## config.mk

```make
export PLATFORM = sky130hd
export DESIGN_NAME = seq_multiplier_ctrl
export DESIGN_NICKNAME = d
export VERILOG_FILES = /design/src/rtl/seq_multiplier_ctrl.sv
export SDC_FILE = /design/constraint.sdc
export NUM_CORES = 1
export LEC_CHECK = 0
export ABC_AREA = 0
export ABC_CLOCK_PERIOD_IN_PS = 1780
export BUFFER_PORTS_ARGS = -buffer_cell sky130_fd_sc_hd__buf_4
export CORE_UTILIZATION = 45
export CTS_CLUSTER_DIAMETER = 60
export DETAILED_ROUTE_END_ITERATION = 8
export MAX_ROUTING_LAYER = met4
export SLEW_MARGIN = 20
export SYNTH_ARGS = -nofsm -noshare
export SYNTH_HDL_FRONTEND = slang
export SYNTH_SLANG_ARGS = --single-unit
```

## constraint.sdc

```tcl
create_clock -name clk -period 1.78 [get_ports clk]
set_input_delay 0.178 -clock clk [delete_from_list [all_inputs] [get_ports clk]]
set_output_delay 0.178 -clock clk [all_outputs]
set_load 0.005 [all_outputs]
```

## src/rtl/seq_multiplier_ctrl.sv

```systemverilog
// ---------------------------------------------------------------------------
// seq_multiplier_ctrl
//   Sequential shift-and-add unsigned multiplier followed by an iterative
//   double-dabble binary-to-BCD converter. A single WIDTH+1 bit adder is
//   reused over WIDTH cycles, then the product is shifted into a BCD
//   register over 2*WIDTH cycles. Results are registered and handshaked.
//
//   Latency: start accepted at edge N -> done pulse after edge N+3*WIDTH.
//
// Parameters
//   WIDTH     operand width (2..4); product is 2*WIDTH bits
//
// Ports
//   clk       rising-edge clock
//   rst       asynchronous active-high reset
//   start     request, sampled only in IDLE or DONE
//   inp_A     multiplicand, captured on acceptance
//   inp_B     multiplier, captured on acceptance
//   busy      high while in MULT or BCD
//   done      single-cycle pulse when results are updated
//   out_ans   registered binary product
//   ans_hund  BCD hundreds digit
//   ans_ten   BCD tens digit
//   ans_unit  BCD units digit
//
// Build option
//   MULT_SKIP_ZERO_EN  when defined, a zero operand bypasses MULT/BCD and
//                      completes one cycle after acceptance with busy low.
// ---------------------------------------------------------------------------
module seq_multiplier_ctrl #(
  parameter int WIDTH = 3
) (
  input  logic               clk,
  input  logic               rst,
  input  logic               start,
  input  logic [WIDTH-1:0]   inp_A,
  input  logic [WIDTH-1:0]   inp_B,
  output logic               busy,
  output logic               done,
  output logic [2*WIDTH-1:0] out_ans,
  output logic [3:0]         ans_hund,
  output logic [3:0]         ans_ten,
  output logic [3:0]         ans_unit
);

  localparam int PW = 2 * WIDTH;
  localparam int CW = $clog2(PW + 1);
  localparam logic [CW-1:0] MULT_LAST = CW'(WIDTH - 1);
  localparam logic [CW-1:0] BCD_LAST  = CW'(PW - 1);

  typedef enum logic [1:0] {IDLE, MULT, BCD, DONE} state_e;

  state_e           state_q;
  logic [WIDTH-1:0] mcand_q;
  logic [WIDTH-1:0] mplier_q;
  logic [PW-1:0]    acc_q;    // product accumulator, then BCD source shifter
  logic [PW-1:0]    prod_q;   // product held for the DONE-entry update
  logic [11:0]      bcd_q;    // {hund, ten, unit}
  logic [CW-1:0]    cnt_q;
`ifdef MULT_SKIP_ZERO_EN
  logic             skip_q;   // zero operand accepted, finish next cycle
`endif

  // Datapath next values
  logic [WIDTH:0]   sum_d;
  logic [PW-1:0]    acc_d;
  logic [PW-1:0]    shl_d;
  logic [11:0]      bcd_adj;
  logic [11:0]      bcd_d;

  always_comb begin
    // Add the multiplicand into the upper half when the multiplier LSB is
    // set; the carry becomes the new MSB as the accumulator shifts right.
    sum_d = {1'b0, acc_q[PW-1:WIDTH]} + (mplier_q[0] ? {1'b0, mcand_q} : '0);
    acc_d = {sum_d, acc_q[WIDTH-1:1]};

    // Double-dabble: correct nibbles >= 5 before the shift so they carry
    // properly into the next decimal digit.
    bcd_adj = bcd_q;
    for (int i = 0; i < 3; i++) begin
      if (bcd_q[4*i +: 4] >= 4'd5)
        bcd_adj[4*i +: 4] = bcd_q[4*i +: 4] + 4'd3;
    end
    bcd_d = 12'({bcd_adj, acc_q[PW-1]});
    shl_d = PW'({acc_q, 1'b0});
  end

  always_ff @(posedge clk or posedge rst) begin
    if (rst) begin
      state_q  <= IDLE;
      mcand_q  <= '0;
      mplier_q <= '0;
      acc_q    <= '0;
      prod_q   <= '0;
      bcd_q    <= '0;
      cnt_q    <= '0;
      busy     <= 1'b0;
      done     <= 1'b0;
      out_ans  <= '0;
      ans_hund <= '0;
      ans_ten  <= '0;
      ans_unit <= '0;
`ifdef MULT_SKIP_ZERO_EN
      skip_q   <= 1'b0;
`endif
    end else begin
      case (state_q)
        IDLE, DONE: begin
          // DONE lasts exactly one cycle; default back to IDLE.
          state_q <= IDLE;
          done    <= 1'b0;
          busy    <= 1'b0;
`ifdef MULT_SKIP_ZERO_EN
          if (skip_q) begin
            skip_q   <= 1'b0;
            state_q  <= DONE;
            done     <= 1'b1;
            out_ans  <= '0;
            ans_hund <= '0;
            ans_ten  <= '0;
            ans_unit <= '0;
          end else if (start && (inp_A == '0 || inp_B == '0)) begin
            skip_q <= 1'b1;
          end else
`endif
          if (start) begin
            state_q  <= MULT;
            busy     <= 1'b1;
            mcand_q  <= inp_A;
            mplier_q <= inp_B;
            acc_q    <= '0;
            bcd_q    <= '0;
            cnt_q    <= '0;
          end
        end

        MULT: begin
          acc_q    <= acc_d;
          mplier_q <= mplier_q >> 1;
          cnt_q    <= cnt_q + CW'(1);
          if (cnt_q == MULT_LAST) begin
            state_q <= BCD;
            prod_q  <= acc_d;
            cnt_q   <= '0;
          end
        end

        BCD: begin
          bcd_q <= bcd_d;
          acc_q <= shl_d;
          cnt_q <= cnt_q + CW'(1);
          if (cnt_q == BCD_LAST) begin
            state_q  <= DONE;
            busy     <= 1'b0;
            done     <= 1'b1;
            cnt_q    <= '0;
            out_ans  <= prod_q;
            ans_hund <= bcd_d[11:8];
            ans_ten  <= bcd_d[7:4];
            ans_unit <= bcd_d[3:0];
          end
        end

        default: state_q <= IDLE;
      endcase
    end
  end

endmodule

```

* Yosys cells after proc, flatten, opt, wreduce, memory -nomap -nowiden
Index checks and enable logic that the tools add are counted.
W data, S select, Z words.
** Word-level totals
- Flip-flop bits (word level) :: 55
- Bits in latches :: 0
- Bits in writable memories :: 0
- Bits in read-only memories :: 0
- Bits of input ports :: 9
- Output and inout port bits :: 20
- Word-level logic and storage cells :: 63
- Memories kept :: 0
** Operators by class
- $add $sub $neg :: 5
- Multiply operators :: 0
- Divide/modulo/power cells :: 0
- Order comparisons :: 3
- Equality and inequality tests :: 8
- Shifts and indexed selects :: 0
- Mux-type cells :: 23
- Bitwise logic cells :: 0
- Reductions and logical operators :: 11
** Operators with widths (count)
- $pmux W12 S2 :: 1
- $mux W3 :: 6
- $pmux W6 S3 :: 1
- $reduce_and A2 Y1 :: 7
- $ge A4 B3 Y1 const B :: 3
- $mux W12 :: 1
- $pmux W3 S3 :: 1
- $add A4 B2 Y4 const B :: 2
- $mux W4 :: 2
- $mux W6 :: 1
- $ne A2 B2 Y1 const B :: 3
- $pmux W2 S3 :: 1
- $pmux W3 S2 :: 1
- $add A3 B3 Y4 :: 1
- $eq A2 B2 Y1 const B :: 2
- $mux W1 :: 4
- $mux W2 :: 2
- $pmux W1 S2 :: 2
- $reduce_bool A2 Y1 :: 2
- $add A3 B1 Y3 const B :: 1
- $add A3 B2 Y3 const B :: 1
- $eq A3 B2 Y1 const B :: 1
- $eq A3 B3 Y1 const B :: 1
- $eq A2 B1 Y1 const B :: 1
- other kinds (2) :: 2

* Depth between registers and ports, before layout
- Word-level depth :: 4
- Depth in mapped cells :: 8
- Gate-level depth less buffers :: 6

* Worst setup path before layout
Ideal clock, no wire load.
- Path kind :: register to register
- Start :: reg state_q[1]
- End :: reg prod_q[0]
- Library setup time :: 125 ps
- Arrival time :: 1448 ps
- Required time :: 1655 ps
- Setup slack :: 207 ps
- Cell stages (with the launch flop) :: 7
- Path buffers :: 1
- Clock period less this slack :: 1573 ps
- Cells stage by stage :: dfrtp_1 inv_1 ha_1 buf_6 inv_1 nor3_4 mux2_2
** On the way
- Word-level cells in the longest chain between the ends :: 2
** Ends and longest elaborated chain
- from (decl) :: line 53 : state_e state_q;
- from (signal assigned) :: line 90 : state_q <= IDLE;
- from (signal assigned) :: line 110 : state_q <= IDLE;
- from (signal assigned) :: line 127 : state_q <= MULT;
- $eq A2 B1 Y1 :: line 107 : case (state_q)
- $reduce_and A2 Y1 (no source line)
- to (signal assigned) :: line 94 : prod_q <= '0;
- to (signal assigned) :: line 143 : prod_q <= acc_d;
- to (decl) :: line 57 : logic [PW-1:0] prod_q;
No other way between the ends.
A chain may end at the register's enable or synchronous reset.

* Worst setup path after layout
- Start :: reg state_q[0]
- End :: reg bcd_q[3]
** On the way
- Word-level cells in the longest chain between the ends :: 4
- Elaborated cells between the ends (all ways) :: 8
- Classes of those cells :: eq/ne (3); mux (1); reduce/logical (4)
** Ends and longest elaborated chain
- $eq A2 B2 Y1 or $logic_not A2 Y1 (tied branches) :: line 107
- $reduce_or A2 Y1 :: line 107
- $ne A2 B2 Y1 (no source line) or $reduce_bool A2 Y1 (tied branches)
- $reduce_and A2 Y1 (no source line)
- to (signal assigned) :: line 95 : bcd_q <= '0;
- to (signal assigned) :: line 132 : bcd_q <= '0;
- to (signal assigned) :: line 149 : bcd_q <= bcd_d;
- to (decl) :: line 58 : logic [11:0] bcd_q;
Several ways; a longest one is shown, not always the timed one.

==> results.py <==
metrics = {
    "timing": {
        "holdWs_ps": 94.7,
        "fin_worst_skew_ps": 11.2,
        "peak_freq_mhz": 613,
        "setup-tns-final_ps": 0,
        "final_max_slew_viol_count": 0,
        "grt_setup_unrepaired": "no",
        "setup_violations": 0,
        "finalCriticalPeriod_ps": 1630,
        "final.period_utilization_pct": 91.7,
        "slew_headroom_pct": 72.1,
        "setup_slack_ps": 148,
        "least_margin_pin_slew_ps": 417,
        "final_hold_viol_count": 0,
    },
    "placement": {
        "dpl.hpwl_um": 3570,
        "placement.setup.worst_slack_ps": 84.8,
        "dpl.cell_count": 347,
        "io_buffers": 28,
        "gp_congestion": 0.747,
    },
    "route": {
        "dr.first_iter.drc_count": 115,
        "route.antenna.remaining_nets": 0,
        "drc": 0,
        "drt_wl_total_um": 4970,
        "route.detailed.wl_per_inst_um": 14.0,
        "vias_per_cell": 5.18,
        "first_pass_iteration_count_of_the_detailed_router": 4,
        "total_number_of_vias": 1844,
    },
    "power_and_ir_drop": {
        "clock_power_share_pct": 21.4,
        "power.sequential.fraction_pct": 37.5,
        "power.density_mw_per_mm2": 1450,
        "combPwrFrac_pct": 41.2,
        "cellLeakagePower_nw": 1.50,
        "peakVddDrop_v": 0.00109,
        "switching_share_pct": 36.8,
        "power.switching_w": 0.00169,
        "internal_power_w": 0.00290,
        "p_total_w": 0.00459,
    },
    "layout": {
        "fin_nets": 304,
        "sequential_cell_area_mm2": 0.00138,
        "layout-area-overhead-vs-synth_pct": 20.4,
        "antenna_cells_inserted": 0,
        "n_fill_cell": 508,
        "layout.cells.most_common_list": "sky130_fd_sc_hd__dfrtp_1, sky130_fd_sc_hd__buf_4, sky130_fd_sc_hd__nand2_1, sky130_fd_sc_hd__o21ai_0",
        "total_area_of_multi_input_combinational_cells_mm2": 0.00116,
        "finalNonFillerCells": 356,
        "drive_above_1_share_pct": 28.9,
        "mostFrequentLayoutCell": "sky130_fd_sc_hd__dfrtp_1",
    },
    "critical_path": {
        "critPathRequiredTime_ps": 1980,
        "critPathKind": "flip-flop to flip-flop",
        "ff2ff_path_depth": 6,
        "timing.critical_path.from_type": "flip-flop",
        "timing.rr.start": "state_q[0]",
        "worst_endpoint_data_arrival_time_ps": 1830,
        "timing.critical_path.from": "state_q[0]",
        "critical_path.endpoint_type": "flip-flop",
        "largest_fanout_on_the_critical_path": 10,
    },
    "logic_synthesis": {
        "synth_area_leader_cell": "sky130_fd_sc_hd__dfrtp_1",
        "synth_enable_flop_cells": 0,
        "synth_fp_nets": 263,
        "ys_seq_elements": 55,
        "async_reset_ff_share_pct": 100,
        "synth_seq_area_share_pct": 52.4,
        "synth_cells": 242,
        "ys_warns": 0,
        "post_synth.cell_area_avg_um2": 10.9,
        "ys_top_cells_by_area": "sky130_fd_sc_hd__dfrtp_1, sky130_fd_sc_hd__mux2_2, sky130_fd_sc_hd__ha_1",
        "synth_ff_type": "sky130_fd_sc_hd__dfrtp_1",
        "post-synth-top-area-fraction_pct": 52.4,
        "mappedNetlistArea_mm2": 0.00263,
        "post_synth_num_cell_types": 35,
    },
    "clock_tree": {
        "cts_inserted_buffers": 5,
        "root_buffer": "sky130_fd_sc_hd__clkbuf_8",
        "clock_sink_count": 55,
        "tritoncts": "done",
        "clkTransAtPathRegs_ps": 100,
        "clk-insertion-delay-late_ps": 310,
        "clk_path_buf_depth": 2,
        "cts_post_setup_buffers_inserted": 0,
        "cts.htree.levels": 2,
    },
    "die": {
        "rows": 27,
        "io-pin-count": 29,
        "die-area_mm2": 0.00615,
        "die_h_um": 78.4,
        "floorplan.initialDensity_pct": 47.2,
        "fp.dieW_um": 78.4,
        "placeableCoreArea_mm2": 0.00557,
    },
    "hold_path": {
        "worst_hold_startpoint": "inp_A[0]",
        "holdPathStages": 2,
        "min_path_type": "primary input to flip-flop",
    },
    "global_routing": {
        "number_of_antenna_violations_at_the_first_check_in_global_routing": 0,
        "grt_start_max_net_pins": 38,
        "first_global_vias": 1715,
        "grt-ovfl-total": 0,
        "grt_usage_pct": 18.7,
        "wire_length_of_the_first_global_routing_pass_um": 8450,
    },
    "flow_run": {
        "maxCapViolCount": 0,
    },
    "outcome": {
        "status": "finished clean",
    },
}
## worst max-delay path: stages, from the launching register on
cell and delay [ps]:
sky130_fd_sc_hd__dfrtp_1 390, sky130_fd_sc_hd__inv_1 80, sky130_fd_sc_hd__ha_2 320, sky130_fd_sc_hd__buf_4 190
sky130_fd_sc_hd__o21ai_4 220, sky130_fd_sc_hd__o31ai_1 110, sky130_fd_sc_hd__a32o_1 210
## layer usage
| metal | wire length, µm | global-route usage (%) | vias up |
|---|---|---|---|
| li1 | - | - | 928 |
| met1 | 2580 | 27.4 | 876 |
| met2 | 2190 | 26.1 | 36 |
| met3 | 134 | 3.49 | 4 |
| met4 | 74 | 6.67 | 0 |
| met5 | 0 | - | - |
## synth_stat cells, drive strengths merged, types with 7 or more instances
cell type / n
dfrtp: 55
nand2: 30
o21ai: 27
a21oi: 18
inv: 17
mux2: 15
ha: 11
buf: 8
o22ai: 7
## worst paths after layout
| kind | end | slack [ps] |
|---|---|---|
| min | mcand_q[0] | 90 |
| min in group asynchronous | out_ans[5] | 410 |
| min reg2reg | ans_hund[1] | 490 |
| max | bcd_q[3] | 150 |
| max in group asynchronous | done | 830 |
| max reg2reg | bcd_q[3] | 150 |
## registers in the layout, summed over array words and instances, names as in the netlist
signal,count
bcd_q,12
acc_q,6
out_ans,6
prod_q,6
ans_hund,4
ans_ten,4
ans_unit,4
cnt_q,3
mcand_q,3
mplier_q,3
state_q,2
busy,1
done,1
## area by class of cell
type | instances | share of cell area (%)
clock buffers | 5 | 2.17
clock inverters | 3 | 2.14
inverters | 17 | 2.02
multi-input cells | 161 | 36.7
flip-flops and latches | 55 | 43.5
well taps | 72 | 2.85
repair buffers | 43 | 10.7
## power groups by stage
stage | combinational (W) | sequential (W) | clock [W]
final | 0.00189 | 0.00172 | 0.000980
after floorplan | 0.00134 | 0.00167 | 0
after detailed placement | 0.00185 | 0.00174 | 0
after CTS | 0.00186 | 0.00171 | 0.00100
after global routing | 0.00212 | 0.00176 | 0.00104
after global placement | 0.00182 | 0.00174 | 0
## metrics by stage
stage,utilization (%),area [µm²]
floorplan,-,2630
global placement,53.6,2990
detailed placement,53.6,2990
CTS,56.3,3140
global route,56.8,3160
finish,56.8,3160
## cell families (layout without fill, tap and decap cells)
family                   Yosys count  after routing  synth area share, %
AO/OA/AOI/OAI                     71             71                 16.7
flip-flops                        55             55                 52.4
AND/OR/NAND/NOR                   55             55                 11.2
XOR/XNOR                           5              5                 1.67
buffers and inverters             26             68                 4.57
multiplexers                      18             18                 7.57
adder cells (fa/ha/maj)           12             12                 6.00
## what timing repair did
| action | in CTS | in global routing |
|---|---|---|
| resized for setup | 0 | 10 |
| hold buffers | 1 | 0 |
| setup endpoints to repair | 0 | 14 |
| hold endpoints to repair | 18 | 0 |
Note: power is estimated with default switching activity, not from simulation.
